==> src/rtl/exc_commit_ctrl_pkg.sv <==
// Shared constants and types for the exception commit controller:
// ExcCodes, CP0 register indices, vector addresses, FSM state, latch bundle.
package exc_commit_ctrl_pkg;

    localparam logic [31:0] EXC_VEC        = 32'hBFC0_0380;
    localparam logic [31:0] TLB_REFILL_VEC = 32'hBFC0_0200;

    localparam logic [4:0] EXC_INT  = 5'd0;
    localparam logic [4:0] EXC_MOD  = 5'd1;
    localparam logic [4:0] EXC_TLBL = 5'd2;
    localparam logic [4:0] EXC_TLBS = 5'd3;
    localparam logic [4:0] EXC_ADEL = 5'd4;
    localparam logic [4:0] EXC_ADES = 5'd5;
    localparam logic [4:0] EXC_SYS  = 5'd8;
    localparam logic [4:0] EXC_BP   = 5'd9;
    localparam logic [4:0] EXC_RI   = 5'd10;
    localparam logic [4:0] EXC_OV   = 5'd12;

    localparam int CP0_BADVADDR = 8;
    localparam int CP0_ENTRYHI  = 10;
    localparam int CP0_STATUS   = 12;
    localparam int CP0_CAUSE    = 13;
    localparam int CP0_EPC      = 14;

    typedef enum logic [1:0] {
        S_IDLE,
        S_WRITE,
        S_REDIR
    } state_t;

    typedef struct packed {
        logic        is_exc;
        logic [31:0] pc;
        logic        bd;
        logic [4:0]  code;
        logic [31:0] badvaddr;
        logic [5:0]  hwint;
        logic [31:0] epc;
        logic        exl;
    } exc_lat_t;

    function automatic logic has_badvaddr(input logic [4:0] code);
        return (code >= EXC_TLBL) && (code <= EXC_ADES);
    endfunction

    // TLB refill vector only when not already at exception level
    function automatic logic is_refill(input logic [4:0] code,
                                       input logic       exl);
`ifdef TLB_REFILL_VEC_EN
        return ~exl && ((code == EXC_TLBL) || (code == EXC_TLBS));
`else
        return 1'b0 & exl & code[0];
`endif
    endfunction

endpackage

==> src/rtl/exc_commit_ctrl_if.sv <==
// Commit-point handshake: pipeline (master) presents a committing
// instruction, the exception controller (slave) reports commit_ready.
interface exc_commit_ctrl_if;
    logic        commit_valid;
    logic [31:0] commit_pc;
    logic        commit_bd;
    logic        commit_exc;
    logic [4:0]  commit_code;
    logic [31:0] commit_badvaddr;
    logic        commit_eret;
    logic        commit_ready;

    modport master (
        output commit_valid, commit_pc, commit_bd, commit_exc,
        output commit_code, commit_badvaddr, commit_eret,
        input  commit_ready
    );

    modport slave (
        input  commit_valid, commit_pc, commit_bd, commit_exc,
        input  commit_code, commit_badvaddr, commit_eret,
        output commit_ready
    );
endinterface

==> src/rtl/exc_commit_ctrl_int_sync.sv <==
// int_sync: 2-flop synchronizer for asynchronous interrupt lines.
// Ports: clk, rst (sync, active-high), d (async in), q (synchronized out).
module int_sync #(
    parameter int W = 6
) (
    input  logic         clk,
    input  logic         rst,
    input  logic [W-1:0] d,
    output logic [W-1:0] q
);
    logic [W-1:0] meta;

    always_ff @(posedge clk) begin
        if (rst) begin
            meta <= '0;
            q    <= '0;
        end else begin
            meta <= d;
            q    <= meta;
        end
    end
endmodule

==> src/rtl/exc_commit_ctrl.sv <==
// exc_commit_ctrl: takes exceptions/interrupts/ERET at commit, strobes CP0
// then redirects fetch. Ports: clk, rst, cmt (commit handshake, slave),
// status_in/cause_in/epc_in/hw_int (CP0 state), cp0_* (CP0 write bus),
// flush, redirect_valid/redirect_pc. Option macro: TLB_REFILL_VEC_EN.
module exc_commit_ctrl
    import exc_commit_ctrl_pkg::*;
(
    input  logic               clk,
    input  logic               rst,
    exc_commit_ctrl_if.slave   cmt,
    input  logic [31:0]        status_in,
    input  logic [31:0]        cause_in,
    input  logic [31:0]        epc_in,
    input  logic [5:0]         hw_int,
    output logic [31:0]        cp0_we,
    output logic [31:0]        cp0_epc,
    output logic [31:0]        cp0_badvaddr,
    output logic               cp0_exl,
    output logic [4:0]         cp0_code,
    output logic               cp0_bd,
    output logic [5:0]         cp0_hwint,
    output logic               flush,
    output logic               redirect_valid,
    output logic [31:0]        redirect_pc
);

    state_t      state;
    exc_lat_t    lat;
    exc_lat_t    cap;
    logic [5:0]  hw_sync;
    logic        int_pend;
    logic        accept;
    logic        ready_q;
    logic [31:0] we_nxt;
    logic [31:0] lat_target;

    wire unused_bits = ^{status_in[31:16], status_in[7:2],
                         cause_in[31:10], cause_in[7:0]};

    int_sync #(.W(6)) u_sync (
        .clk (clk),
        .rst (rst),
        .d   (hw_int),
        .q   (hw_sync)
    );

    assign int_pend = status_in[0] & ~status_in[1] &
                      (|(status_in[15:8] & {hw_sync, cause_in[9:8]}));

    assign accept = cmt.commit_valid &
                    (int_pend | cmt.commit_exc | cmt.commit_eret);

    assign cmt.commit_ready = ready_q;

    // Interrupt outranks a synchronous exception, which outranks ERET
    always_comb begin
        cap          = '0;
        cap.is_exc   = int_pend | cmt.commit_exc;
        cap.pc       = cmt.commit_pc;
        cap.bd       = cmt.commit_bd;
        cap.code     = int_pend ? EXC_INT : cmt.commit_code;
        cap.badvaddr = cmt.commit_badvaddr;
        cap.hwint    = hw_sync;
        cap.epc      = epc_in;
        cap.exl      = status_in[1];
    end

    // Nested exception (EXL already set) must not clobber EPC
    always_comb begin
        we_nxt = '0;
        we_nxt[CP0_STATUS] = 1'b1;
        if (cap.is_exc) begin
            we_nxt[CP0_CAUSE]    = 1'b1;
            we_nxt[CP0_EPC]      = ~cap.exl;
            we_nxt[CP0_BADVADDR] = has_badvaddr(cap.code);
            we_nxt[CP0_ENTRYHI]  = is_refill(cap.code, cap.exl);
        end
    end

    always_comb begin
        lat_target = lat.epc;
        if (lat.is_exc)
            lat_target = is_refill(lat.code, lat.exl) ?
                         TLB_REFILL_VEC : EXC_VEC;
    end

    // CP0 data values come straight from the latch registers
    assign cp0_epc      = lat.bd ? (lat.pc - 32'd4) : lat.pc;
    assign cp0_badvaddr = lat.badvaddr;
    assign cp0_exl      = lat.is_exc;
    assign cp0_code     = lat.code;
    assign cp0_bd       = lat.is_exc & ~lat.exl & lat.bd;
    assign cp0_hwint    = lat.hwint;

    always_ff @(posedge clk) begin
        if (rst) begin
            state          <= S_IDLE;
            lat            <= '0;
            cp0_we         <= '0;
            flush          <= 1'b0;
            redirect_valid <= 1'b0;
            redirect_pc    <= '0;
            ready_q        <= 1'b1;
        end else begin
            unique case (state)
                S_IDLE: begin
                    if (accept) begin
                        state   <= S_WRITE;
                        lat     <= cap;
                        cp0_we  <= we_nxt;
                        flush   <= 1'b1;
                        ready_q <= 1'b0;
                    end
                end
                S_WRITE: begin
                    state          <= S_REDIR;
                    cp0_we         <= '0;
                    redirect_valid <= 1'b1;
                    redirect_pc    <= lat_target;
                end
                S_REDIR: begin
                    state          <= S_IDLE;
                    flush          <= 1'b0;
                    redirect_valid <= 1'b0;
                    ready_q        <= 1'b1;
                end
                default: state <= S_IDLE;
            endcase
        end
    end

endmodule

==> src/flat_wrapper.sv <==
// flat-port wrapper written by rule: the top's interface ports become plain ports
module exc_commit_ctrl_flat import exc_commit_ctrl_pkg::*;
  (clk, rst, status_in, cause_in, epc_in, hw_int, cp0_we, cp0_epc, cp0_badvaddr, cp0_exl, cp0_code, cp0_bd, cp0_hwint, flush, redirect_valid, redirect_pc, cmt_commit_valid, cmt_commit_pc, cmt_commit_bd, cmt_commit_exc, cmt_commit_code, cmt_commit_badvaddr, cmt_commit_eret, cmt_commit_ready);
  exc_commit_ctrl_if cmt_i ();
  input  logic clk;
  input  logic rst;
  input  logic [31:0] status_in;
  input  logic [31:0] cause_in;
  input  logic [31:0] epc_in;
  input  logic [5:0] hw_int;
  output logic [31:0] cp0_we;
  output logic [31:0] cp0_epc;
  output logic [31:0] cp0_badvaddr;
  output logic cp0_exl;
  output logic [4:0] cp0_code;
  output logic cp0_bd;
  output logic [5:0] cp0_hwint;
  output logic flush;
  output logic redirect_valid;
  output logic [31:0] redirect_pc;
  input wire logic [$bits(cmt_i.commit_valid)-1:0] cmt_commit_valid;
  input wire logic [$bits(cmt_i.commit_pc)-1:0] cmt_commit_pc;
  input wire logic [$bits(cmt_i.commit_bd)-1:0] cmt_commit_bd;
  input wire logic [$bits(cmt_i.commit_exc)-1:0] cmt_commit_exc;
  input wire logic [$bits(cmt_i.commit_code)-1:0] cmt_commit_code;
  input wire logic [$bits(cmt_i.commit_badvaddr)-1:0] cmt_commit_badvaddr;
  input wire logic [$bits(cmt_i.commit_eret)-1:0] cmt_commit_eret;
  output wire logic [$bits(cmt_i.commit_ready)-1:0] cmt_commit_ready;
  assign cmt_i.commit_valid = cmt_commit_valid;
  assign cmt_i.commit_pc = cmt_commit_pc;
  assign cmt_i.commit_bd = cmt_commit_bd;
  assign cmt_i.commit_exc = cmt_commit_exc;
  assign cmt_i.commit_code = cmt_commit_code;
  assign cmt_i.commit_badvaddr = cmt_commit_badvaddr;
  assign cmt_i.commit_eret = cmt_commit_eret;
  assign cmt_commit_ready = cmt_i.commit_ready;
  exc_commit_ctrl u_core (.clk(clk), .rst(rst), .cmt(cmt_i), .status_in(status_in), .cause_in(cause_in), .epc_in(epc_in), .hw_int(hw_int), .cp0_we(cp0_we), .cp0_epc(cp0_epc), .cp0_badvaddr(cp0_badvaddr), .cp0_exl(cp0_exl), .cp0_code(cp0_code), .cp0_bd(cp0_bd), .cp0_hwint(cp0_hwint), .flush(flush), .redirect_valid(redirect_valid), .redirect_pc(redirect_pc));
endmodule
==> config.mk <==
export PLATFORM = sky130hd
export DESIGN_NAME = exc_commit_ctrl_flat
export DESIGN_NICKNAME = d
export VERILOG_FILES = /design/src/rtl/exc_commit_ctrl_pkg.sv /design/src/rtl/exc_commit_ctrl_if.sv /design/src/rtl/exc_commit_ctrl_int_sync.sv /design/src/rtl/exc_commit_ctrl.sv /design/src/flat_wrapper.sv
export SDC_FILE = /design/constraint.sdc
export NUM_CORES = 1
export LEC_CHECK = 0
export BUFFER_PORTS_ARGS = -buffer_cell sky130_fd_sc_hd__buf_2
export CORE_UTILIZATION = 35
export DETAILED_ROUTE_END_ITERATION = 12
export HOLD_SLACK_MARGIN = 0.03
export PLACE_DENSITY = 0.72
export SLEW_MARGIN = 25
export SYNTH_ARGS = -nofsm -noshare
export SYNTH_HDL_FRONTEND = slang
export SYNTH_HIERARCHICAL = 1
export SYNTH_SLANG_ARGS = --single-unit
==> constraint.sdc <==
create_clock -name clk -period 2.9 [get_ports clk]
set_input_delay 0 -clock clk [delete_from_list [all_inputs] [get_ports clk]]
set_output_delay 0 -clock clk [all_outputs]
set_load 0.1 [all_outputs]
==> metrics, run 1 <==
proportion of synthesized area in mux cells=less than 1%; cell type with the highest aggregate area in the netlist=sky130_fd_sc_hd__dfxtp_1; fraction of synthesized cell area taken by the top area cell type=between 40 and 50%; DRC violations left=0; period utilisation layout=~95%; final hold viol count=0; count of TritonRoute iterations in the first routing pass=5; share of the yosys chip area belonging to registers=47.1%; Layout Area Growth over Synthesis=40.4%; final estimated routing congestion in global placement=around 0.84; Synth Area in Compound Gates=13.3%; path type of the worst setup path=reg -> out; routed wire length per instance=~14 µm; maximum frequency from static timing analysis=between 300 and 400 MHz; Die ar.=approximately 20000 µm²; Iter 0 DRT Violations=341; number of antenna violations at the first check in global routing=0; leading cell type in the layout, fill and taps excluded=sky130_fd_sc_hd__buf_2; worst-skew pair later-pin latency=~410 ps; Design Area, Final=9720 µm²; number of buffers inserted during clock tree synthesis=17; core footprint=between 15000 and 20000 µm²; total of fill cells in the finished design=1781; Period minus WS final=about 2800 ps; detailed-route via count=approximately 6500; per-instance average area after synthesis=about 8.3 µm²; quantity of I/O buffers inserted on ports=240; count of inserted antenna diode cells=0; summed instance area of the synthesized netlist=around 7000 µm²; RSZ-0062 raised after global routing=no; number of nets in the final layout=roughly 1300; Initial Util=between 30% and 40%; transition time at the pin with the least slew margin=about 990 ps; startpoint of the most critical setup path=u_core/lat[82]; kind of start point of the critical path=register; Root Driver=sky130_fd_sc_hd__clkbuf_16; number of cell instances on the worst register-to-register path=6; outcome=finished, final reports clean; Data arrival, critical path=2770 ps; synthesis warning total=6; Adder-Cell Fraction of Synth Area=less than 1%; endpoint of the worst register-to-register path=u_core/cp0_we[14]; worst-case clock buffer depth=2; cell count of the worst hold path=4; max-slew violation count=0; worst hold margin=around 170 ps; maxcap violations=0; width of the die=between 100 and 150 µm; static leakage=between 4 and 5 nW; HPWL Detailed=11.7 mm; combinational family with the most area after synthesis=simple AND/OR/NAND/NOR gates; crit-path max FO=6; startpoint of the worst register-to-register path=u_core/u_sync/q[0]; via count normalized by instance count=between 4 and 5; worst hold endpoint=u_core/flush; number of global-route vias before repair=between 6000 and 7000; vertical die dimension=approximately 140 µm; setup TNS after final layout=0 ps; number of standard-cell rows in the floorplan=51; Critical Path End Type=output pin; Final ANT Viol Nets=0; total cell area at the placement stage=8000 µm²; peak supply drop=just under 0.0005 V; ys flop type=sky130_fd_sc_hd__dfxtp_1; Req. time, crit path=2900 ps; largest cells by area after synthesis=sky130_fd_sc_hd__dfxtp_1 (47%), sky130_fd_sc_hd__nand2_1 (12%), sky130_fd_sc_hd__a21oi_1 (8.2%), sky130_fd_sc_hd__buf_4 (8.0%), sky130_fd_sc_hd__nor2_1 (2.7%); H-tree levels=4; final total power=7.79 mW; final wirelength=a little under 20 mm; worst slew margin relative to its limit=between 30 and 40%; overall overflow remaining after global route=0; clock-pin slew on the worst setup and hold paths=around 70 ps; layout cells sized above 1=between 20% and 30%; All-Layer GR Usage=a little under a fifth; wire length of the first global-routing pass=roughly 30 mm; largest net degree at the start of global routing=just under 90; final worst clock skew=between 6 and 7 ps; post-synthesis share of cell area spent on and, or, nand and nor gates=around 22%; origin of the worst min-delay path=cmt_commit_eret; Sink Count=163; HP Class=in -> reg; final setup violation count=0; number of I/O pins=between 300 and 400; commonest cells after routing, fill and taps aside=sky130_fd_sc_hd__buf_2 (230), sky130_fd_sc_hd__nand2_1 (222), sky130_fd_sc_hd__dfxtp_1 (163), sky130_fd_sc_hd__a21oi_1 (113), sky130_fd_sc_hd__dlygate4sd3_1 (112); Synth Area in XOR/XNOR=about 3.8%; async set or reset register ratio after synthesis=0%; number of cells produced by synthesis=between 800 and 900; Cell Pwr Density=802 nW/µm²; post-layout util=50.1%; register bit count reported by yosys=~160; number of unique standard cell types used by synthesis=46; worst reg-to-reg setup slack=~350 ps; number of enable flip-flop cells after synthesis=0; TritonCTS clock tree=done
==> state kept, by name, summed over array words and instances (netlist names) <==
| signal | count |
|---|---|
| u_core/cp0_hwint | 6 |
| u_core/redirect_pc | 32 |
| u_core/flush | 1 |
| u_core/lat | 66 |
| u_core/cp0_badvaddr | 32 |
| u_core/u_sync/meta | 6 |
| u_core/cp0_code | 5 |
| u_core/cp0_we | 4 |
| u_core/redirect_valid | 1 |
| u_core/cp0_exl | 1 |
| u_core/cmt.commit_ready | 1 |
| u_core/state | 2 |
| u_core/u_sync/q | 6 |
==> critical path: stages, from the launching register on <==
cell,delay (ps)
sky130_fd_sc_hd__dfxtp_1,370
sky130_fd_sc_hd__nor4_2,440
sky130_fd_sc_hd__or2b_1,350
sky130_fd_sc_hd__or2_1,280
sky130_fd_sc_hd__nor3_1,330
sky130_fd_sc_hd__xor2_2,150
sky130_fd_sc_hd__buf_2,430
==> routing by layer <==
layer | up-vias | routed length (µm) | GRT usage [%]
met2 | 226 | 10100 | 34.1
li1 | 3196 | - | -
met1 | 3011 | 7560 | 20.4
met5 | - | 0 | 0
met3 | 33 | 1350 | 5.63
met4 | 0 | 431 | 6.90
==> cell type report <==
class	instances	area, µm²	share of cell area, %
clock buffer	18	429	4.41
clock inverter	14	128	1.31
inverter	8	30.0	0.309
sequential	163	3260	33.6
tap	265	332	3.41
timing repair buffer	363	2480	25.5
multi-input combinational	561	3060	31.5
==> logic make-up after synthesis <==
family                   Yosys count
buffers and inverters            133
AO/OA/AOI/OAI                    161
multiplexers                       4
AND/OR/NAND/NOR                  335
adder cells (fa/ha/maj)            5
XOR/XNOR                          28
other                              1
flip-flops                       163
==> metrics by stage <==
stage          cells  setup slack (ps)
3_3_place_gp    1245               464
4_1_cts         1389              22.0
5_1_grt         1392              14.8
3_5_place_dp    1245               427
2_1_floorplan    857              27.4
6_report        1392               131
==> synth_stat cells (3+ instances only) <==
cell type,n
sky130_fd_sc_hd__mux2i_1,4
sky130_fd_sc_hd__dfxtp_1,163
sky130_fd_sc_hd__o21ai_0,3
sky130_fd_sc_hd__a211oi_1,3
sky130_fd_sc_hd__buf_2,18
sky130_fd_sc_hd__ha_1,5
sky130_fd_sc_hd__nand2_1,222
sky130_fd_sc_hd__inv_1,8
sky130_fd_sc_hd__nor4_2,3
sky130_fd_sc_hd__xor2_1,15
sky130_fd_sc_hd__nand2b_1,7
sky130_fd_sc_hd__clkbuf_1,30
sky130_fd_sc_hd__xnor2_1,11
sky130_fd_sc_hd__nor3_1,8
sky130_fd_sc_hd__a22oi_1,24
sky130_fd_sc_hd__buf_4,74
sky130_fd_sc_hd__or3_1,4
sky130_fd_sc_hd__nor2_1,50
sky130_fd_sc_hd__a21oi_1,113
sky130_fd_sc_hd__o32ai_1,3
sky130_fd_sc_hd__o22ai_1,11
sky130_fd_sc_hd__nand3b_1,9
sky130_fd_sc_hd__nor2b_2,8
sky130_fd_sc_hd__nor4_4,3
sky130_fd_sc_hd__nand3_1,3
==> where the power goes <==
group | leakage, nW | internal [mW] | switching [mW]
combinational | 2.73 | 0.660 | 2.36
clock | 0.263 | 1.19 | 0.949
sequential | 1.33 | 2.47 | 0.162
total | 4.32 | 4.32 | 3.47
==> timing repair <==
| action | in CTS | in global routing |
|---|---|---|
| buffers inserted | 0 | 3 |
| pin swaps | 0 | 1 |
| gates resized for setup | 4 | 5 |
| endpoints found under the setup margin | 4 | 12 |
| hold endpoints to repair | 113 | 0 |
| hold buffers | 112 | 0 |
==> how the worst max path moves through the flow <==
stage                        to  slack (ps)  depth (start not counted)
finish              cp0_epc[18]         130                          6
global route        cp0_epc[18]          10                          6
CTS                 cp0_epc[26]          20                          6
detailed placement  cp0_epc[19]         430                          6
global placement    cp0_epc[31]         460                          6
floorplan           cp0_epc[23]          30                          6
No activity file was read; power rests on OpenSTA's default activity.
==> inputs of run 2 (changes only) <==
- CTS_BUF_LIST: unset -> sky130_fd_sc_hd__clkbuf_4
==> metrics, run 2 (same netlist as run 1, synthesis figures left out) <==
Period minus WS final=2700 ps (was 2770 ps); Data arrival, critical path=2700 ps (was 2770 ps); vertical die dimension=143 µm (unchanged); final estimated routing congestion in global placement=0.836 (unchanged); Sink Count=163 (unchanged); number of global-route vias before repair=6474 (was 6263); final wirelength=20.1 mm (was 19.4 mm); final instance count without filler cells=1411 (was 1392); Design Area, Final=9670 µm² (was 9720 µm²); quantity of I/O buffers inserted on ports=240 (unchanged); commonest cells after routing, fill and taps aside=sky130_fd_sc_hd__buf_2 (226), sky130_fd_sc_hd__nand2_1 (222), sky130_fd_sc_hd__dfxtp_1 (162), sky130_fd_sc_hd__dlygate4sd3_1 (131), sky130_fd_sc_hd__a21oi_1 (113) (was sky130_fd_sc_hd__buf_2 (230), sky130_fd_sc_hd__nand2_1 (222), sky130_fd_sc_hd__dfxtp_1 (163), sky130_fd_sc_hd__a21oi_1 (113), sky130_fd_sc_hd__dlygate4sd3_1 (112)); detailed-route via count=6535 (was 6466); static leakage=4.27 nW (was 4.32 nW); crit path to=cp0_epc[18] (unchanged); period utilisation layout=93.0% (was 95.5%); number of buffers inserted during clock tree synthesis=17 (unchanged); width of the die=143 µm (unchanged); final hold viol count=0 (unchanged); transition time at the pin with the least slew margin=977 ps (was 992 ps); clock-pin slew on the worst setup and hold paths=130 ps (was 70 ps); outcome=finished, final reports clean (unchanged); number of I/O pins=321 (unchanged); DRC violations left=0 (unchanged); HPWL Detailed=11.7 mm (unchanged); number of standard-cell rows in the floorplan=51 (unchanged); max reg flops=66 (unchanged); maximum frequency from static timing analysis=371 MHz (was 361 MHz); number of nets in the final layout=1314 (was 1296); leading cell type in the layout, fill and taps excluded=sky130_fd_sc_hd__buf_2 (unchanged); endpoint of the worst register-to-register path=u_core/cp0_we[14] (unchanged); largest net degree at the start of global routing=89 (unchanged); worst-case clock buffer depth=2 (unchanged); startpoint of the worst register-to-register path=u_core/u_sync/q[0] (unchanged); Final ANT Viol Nets=0 (unchanged); number of antenna violations at the first check in global routing=1 (was 0); crit-path max FO=6 (unchanged); final setup violation count=0 (unchanged); kind of start point of the critical path=register (unchanged); path type of the worst setup path=reg -> out (unchanged); worst reg-to-reg setup slack=200 ps (was 350 ps); Initial Util=35.7% (unchanged); Iter 0 DRT Violations=353 (was 341); layout cells sized above 1=28.4% (was 28.6%); worst-skew pair later-pin latency=530 ps (was 410 ps); Cell Pwr Density=725 nW/µm² (was 802 nW/µm²); Layout Area Growth over Synthesis=39.6% (was 40.4%); count of TritonRoute iterations in the first routing pass=4 (was 5); All-Layer GR Usage=19.5% (was 18.7%); overall overflow remaining after global route=0 (unchanged); core footprint=19400 µm² (unchanged); total cell area at the placement stage=8000 µm² (unchanged); register ranked first by flip-flop count=u_core/lat (unchanged); RSZ-0062 raised after global routing=no (unchanged); placed insts=1245 (unchanged); worst slew margin relative to its limit=34.8% (was 33.9%); post-layout util=49.8% (was 50.1%); Root Driver=sky130_fd_sc_hd__clkbuf_4 (was sky130_fd_sc_hd__clkbuf_16); max-slew violation count=0 (unchanged); HP Class=in -> reg (unchanged); final worst clock skew=19.7 ps (was 6.42 ps); routed wire length per instance=14.2 µm (was 14.0 µm); maxcap violations=0 (unchanged); wire length of the first global-routing pass=31.1 mm (was 30.0 mm); setup TNS after final layout=0 ps (unchanged); H-tree levels=4 (unchanged); Die ar.=20300 µm² (unchanged); via count normalized by instance count=4.63 (was 4.65); total of fill cells in the finished design=1787 (was 1781); Req. time, crit path=2900 ps (about the same); worst hold margin=218 ps (was 170 ps); TritonCTS clock tree=done (unchanged); Critical Path End Type=output pin (unchanged); startpoint of the most critical setup path=u_core/lat[82] (unchanged); peak supply drop=0.000416 V (was 0.000486 V); number of cell instances on the worst register-to-register path=6 (unchanged)
## run 2: timing repair
item,in CTS,in global routing
endpoints found under the hold margin,124,0
resized for setup,13,10
endpoints found under the setup margin,14,14
hold buffers,131,0
setup buffers,2,0
## run 2: area by class of cell
cell class              instances  area (µm²)  share of cell area (%)
diodes                          1        2.50                  0.0259
clock buffers                  18         135                    1.40
clock inverters                14         128                    1.32
inverters                       8        30.0                   0.311
multi-input cells             561        3080                    31.9
flip-flops and latches        163        3260                    33.8
well taps                     265         332                    3.43
repair buffers                381        2700                    27.9
## run 2: where the power goes
group          switching [mW]  internal [mW]
Clock                   0.841          0.443
Sequential              0.167           2.47
Combinational            2.37          0.705
## run 2: stage by stage
stage | setup slack, ps | power, mW
final | 202 | 7.00
after global routing | 0.576 | 7.35
after CTS | 67.7 | 7.02
after detailed placement | 427 | 5.55
after global placement | 464 | 5.51
after floorplan | 27.4 | 5.12
## run 2: worst min path at each step
stage | from | end | slack, ps | depth (start not counted)
floorplan | status_in[1] | u_core/cp0_we[14] | 100 | 1
global placement | hw_int[3] | u_core/u_sync/meta[3] | 210 | 2
detailed placement | hw_int[0] | u_core/u_sync/meta[0] | 220 | 2
CTS | hw_int[0] | u_core/u_sync/meta[0] | 140 | 3
global route | hw_int[1] | u_core/u_sync/meta[1] | 140 | 3
finish | hw_int[1] | u_core/u_sync/meta[1] | 220 | 3
## run 2: metal layers
layer | share of wire (%) | track usage, %
met5 | 0 | 0
met4 | 2.0 | 7.19
met3 | 6.2 | 5.97
met2 | 53 | 36.3
met1 | 39 | 20.5
## run 2: critical path: stages (launching register included)
cell and delay (ps):
sky130_fd_sc_hd__dfxtp_1 410, sky130_fd_sc_hd__nor4_4 350, sky130_fd_sc_hd__or2b_1 350, sky130_fd_sc_hd__or2_1 290, sky130_fd_sc_hd__nor3_1 330, sky130_fd_sc_hd__xor2_2 150
sky130_fd_sc_hd__buf_4 300
==> inputs of run 3 (changes only) <==
- CORE_ASPECT_RATIO: unset -> 1.1
- REMOVE_ABC_BUFFERS: unset -> 1
- SKIP_CTS_REPAIR_TIMING: unset -> 1
==> metrics, run 3 (same netlist as run 1, synthesis figures left out) <==
overall overflow remaining after global route=0 (unchanged); layout cells sized above 1=26.6% (was 28.4%); static leakage=4.45 nW (was 4.27 nW); Design Area, Final=9810 µm² (was 9670 µm²); worst-case setup slack after placement=416 ps (was 427 ps); worst-skew pair later-pin latency=540 ps (was 530 ps); Layout Area Growth over Synthesis=41.8% (was 39.6%); HP Class=in -> reg (unchanged); final setup violation count=0 (unchanged); Final ANT Viol Nets=0 (unchanged); number of nets in the final layout=1344 (was 1314); Critical Path End Type=output pin (unchanged); largest net degree at the start of global routing=101 (was 89); worst slew margin relative to its limit=43.2% (was 34.8%); slack of the critical path=83.6 ps (was 202 ps); maximum frequency from static timing analysis=355 MHz (was 371 MHz); via count normalized by instance count=4.71 (was 4.63); part of the power in registers=37.5% (was 37.7%); Die ar.=20300 µm² (about the same); DRC violations left=0 (unchanged); Sink Count=163 (unchanged); H-tree levels=4 (unchanged); setup TNS after final layout=0 ps (unchanged); width of the die=136 µm (was 143 µm); core footprint=19200 µm² (was 19400 µm²); detailed-route via count=6703 (was 6535); path type of the worst setup path=reg -> out (unchanged); final instance count without filler cells=1422 (was 1411); placed insts=1229 (was 1245); register ranked first by flip-flop count=u_core/lat (unchanged); worst-case clock buffer depth=2 (unchanged); All-Layer GR Usage=16.2% (was 19.5%); switching share of total power=48.2% (was 48.3%); period utilisation layout=97.1% (was 93.0%); final total power=7.04 mW (was 7.00 mW); number of standard-cell rows in the floorplan=53 (was 51); final worst clock skew=26.9 ps (was 19.7 ps); leading cell type in the layout, fill and taps excluded=sky130_fd_sc_hd__buf_2 (unchanged); Data arrival, critical path=2820 ps (was 2700 ps); peak supply drop=0.000513 V (was 0.000416 V); max-slew violation count=0 (unchanged); clock group share of total power=18.6% (was 18.3%); proportion of power drawn by combinational gates=43.9% (was 44.0%); Req. time, crit path=2900 ps (about the same); commonest cells after routing, fill and taps aside=sky130_fd_sc_hd__buf_2 (226), sky130_fd_sc_hd__nand2_1 (222), sky130_fd_sc_hd__dfxtp_1 (162), sky130_fd_sc_hd__dlygate4sd3_1 (159), sky130_fd_sc_hd__a21oi_1 (113) (was sky130_fd_sc_hd__buf_2 (226), sky130_fd_sc_hd__nand2_1 (222), sky130_fd_sc_hd__dfxtp_1 (162), sky130_fd_sc_hd__dlygate4sd3_1 (131), sky130_fd_sc_hd__a21oi_1 (113)); transition time at the pin with the least slew margin=851 ps (was 977 ps); quantity of I/O buffers inserted on ports=240 (unchanged); final wirelength=20.1 mm (about the same); final estimated routing congestion in global placement=0.799 (was 0.836); outcome=finished, final reports clean (unchanged); sw power=3.39 mW (was 3.38 mW); TritonCTS clock tree=done (unchanged); number of buffers inserted during clock tree synthesis=17 (unchanged); HPWL Detailed=11.4 mm (was 11.7 mm); vertical die dimension=149 µm (was 143 µm); kind of start point of the critical path=register (unchanged); crit-path max FO=6 (unchanged); maxcap violations=0 (unchanged); count of inserted antenna diode cells=0 (was 1); routed wire length per instance=14.1 µm (was 14.2 µm); clock-pin slew on the worst setup and hold paths=160 ps (was 130 ps); number of I/O pins=321 (unchanged); Internal Pwr Total=3.65 mW (was 3.62 mW); total cell area at the placement stage=7900 µm² (was 8000 µm²); Initial Util=36.0% (was 35.7%); Root Driver=sky130_fd_sc_hd__clkbuf_4 (unchanged); number of global-route vias before repair=5325 (was 6474); count of TritonRoute iterations in the first routing pass=5 (was 4); wire length of the first global-routing pass=25.9 mm (was 31.1 mm); Period minus WS final=2820 ps (was 2700 ps); number of antenna violations at the first check in global routing=0 (was 1); final hold viol count=0 (unchanged); max reg flops=66 (unchanged); Iter 0 DRT Violations=345 (was 353); Cell Pwr Density=717 nW/µm² (was 725 nW/µm²)
run 3: worst paths after layout:
check / slack (ps) / cells past startpoint / start / end
hold reg to reg: 460 / 1 / u_core/u_sync/meta[2] / u_core/u_sync/q[2]
hold / removal: 200 / 4 / epc_in[27] / u_core/lat[28]
setup reg to reg: 140 / 7 / u_core/u_sync/q[4] / u_core/cp0_badvaddr[15]
setup / recovery: 80 / 6 / u_core/lat[82] / cp0_epc[16]
run 3: layout make-up:
| type | instances | area (µm²) |
|---|---|---|
| multi-input combinational | 561 | 2990 |
| inverter | 8 | 30.0 |
| sequential | 163 | 3260 |
| tap | 247 | 309 |
| clock buffer | 18 | 135 |
| timing repair buffer | 411 | 2960 |
| fill | 1735 | 9420 |
| clock inverter | 14 | 126 |
run 3: per-stage QoR:
stage | hold slack, ps | util (%)
4_1_cts | -416 | 42.4
3_3_place_gp | 213 | 41.1
3_5_place_dp | 213 | 41.1
5_1_grt | 146 | 51.0
6_report | 204 | 51.0
2_1_floorplan | 64.3 | -
run 3: critical path: stages, from the launching register on:
cell	delay (ps)
sky130_fd_sc_hd__dfxtp_1	410
sky130_fd_sc_hd__nor4_4	360
sky130_fd_sc_hd__or2b_1	370
sky130_fd_sc_hd__or2_1	300
sky130_fd_sc_hd__nor3_1	270
sky130_fd_sc_hd__xor2_1	220
sky130_fd_sc_hd__clkbuf_4	370
run 3: routing by layer:
layer | GRT usage [%] | vias up | part of all wire (%)
met1 | 19.0 | 3099 | 42
met5 | 0 | - | 0
met2 | 27.0 | 265 | 49
met4 | 6.28 | 0 | 2.3
met3 | 5.39 | 36 | 6.7
li1 | - | 3303 | -
run 3: power by group through the flow:
stage,clock (mW),combinational [mW],sequential (mW)
2_1_floorplan,0,1.35,3.58
6_report,1.31,3.09,2.64
3_3_place_gp,0,2.83,2.67
3_5_place_dp,0,2.84,2.68
5_1_grt,1.45,3.25,2.67
4_1_cts,1.36,2.85,2.63
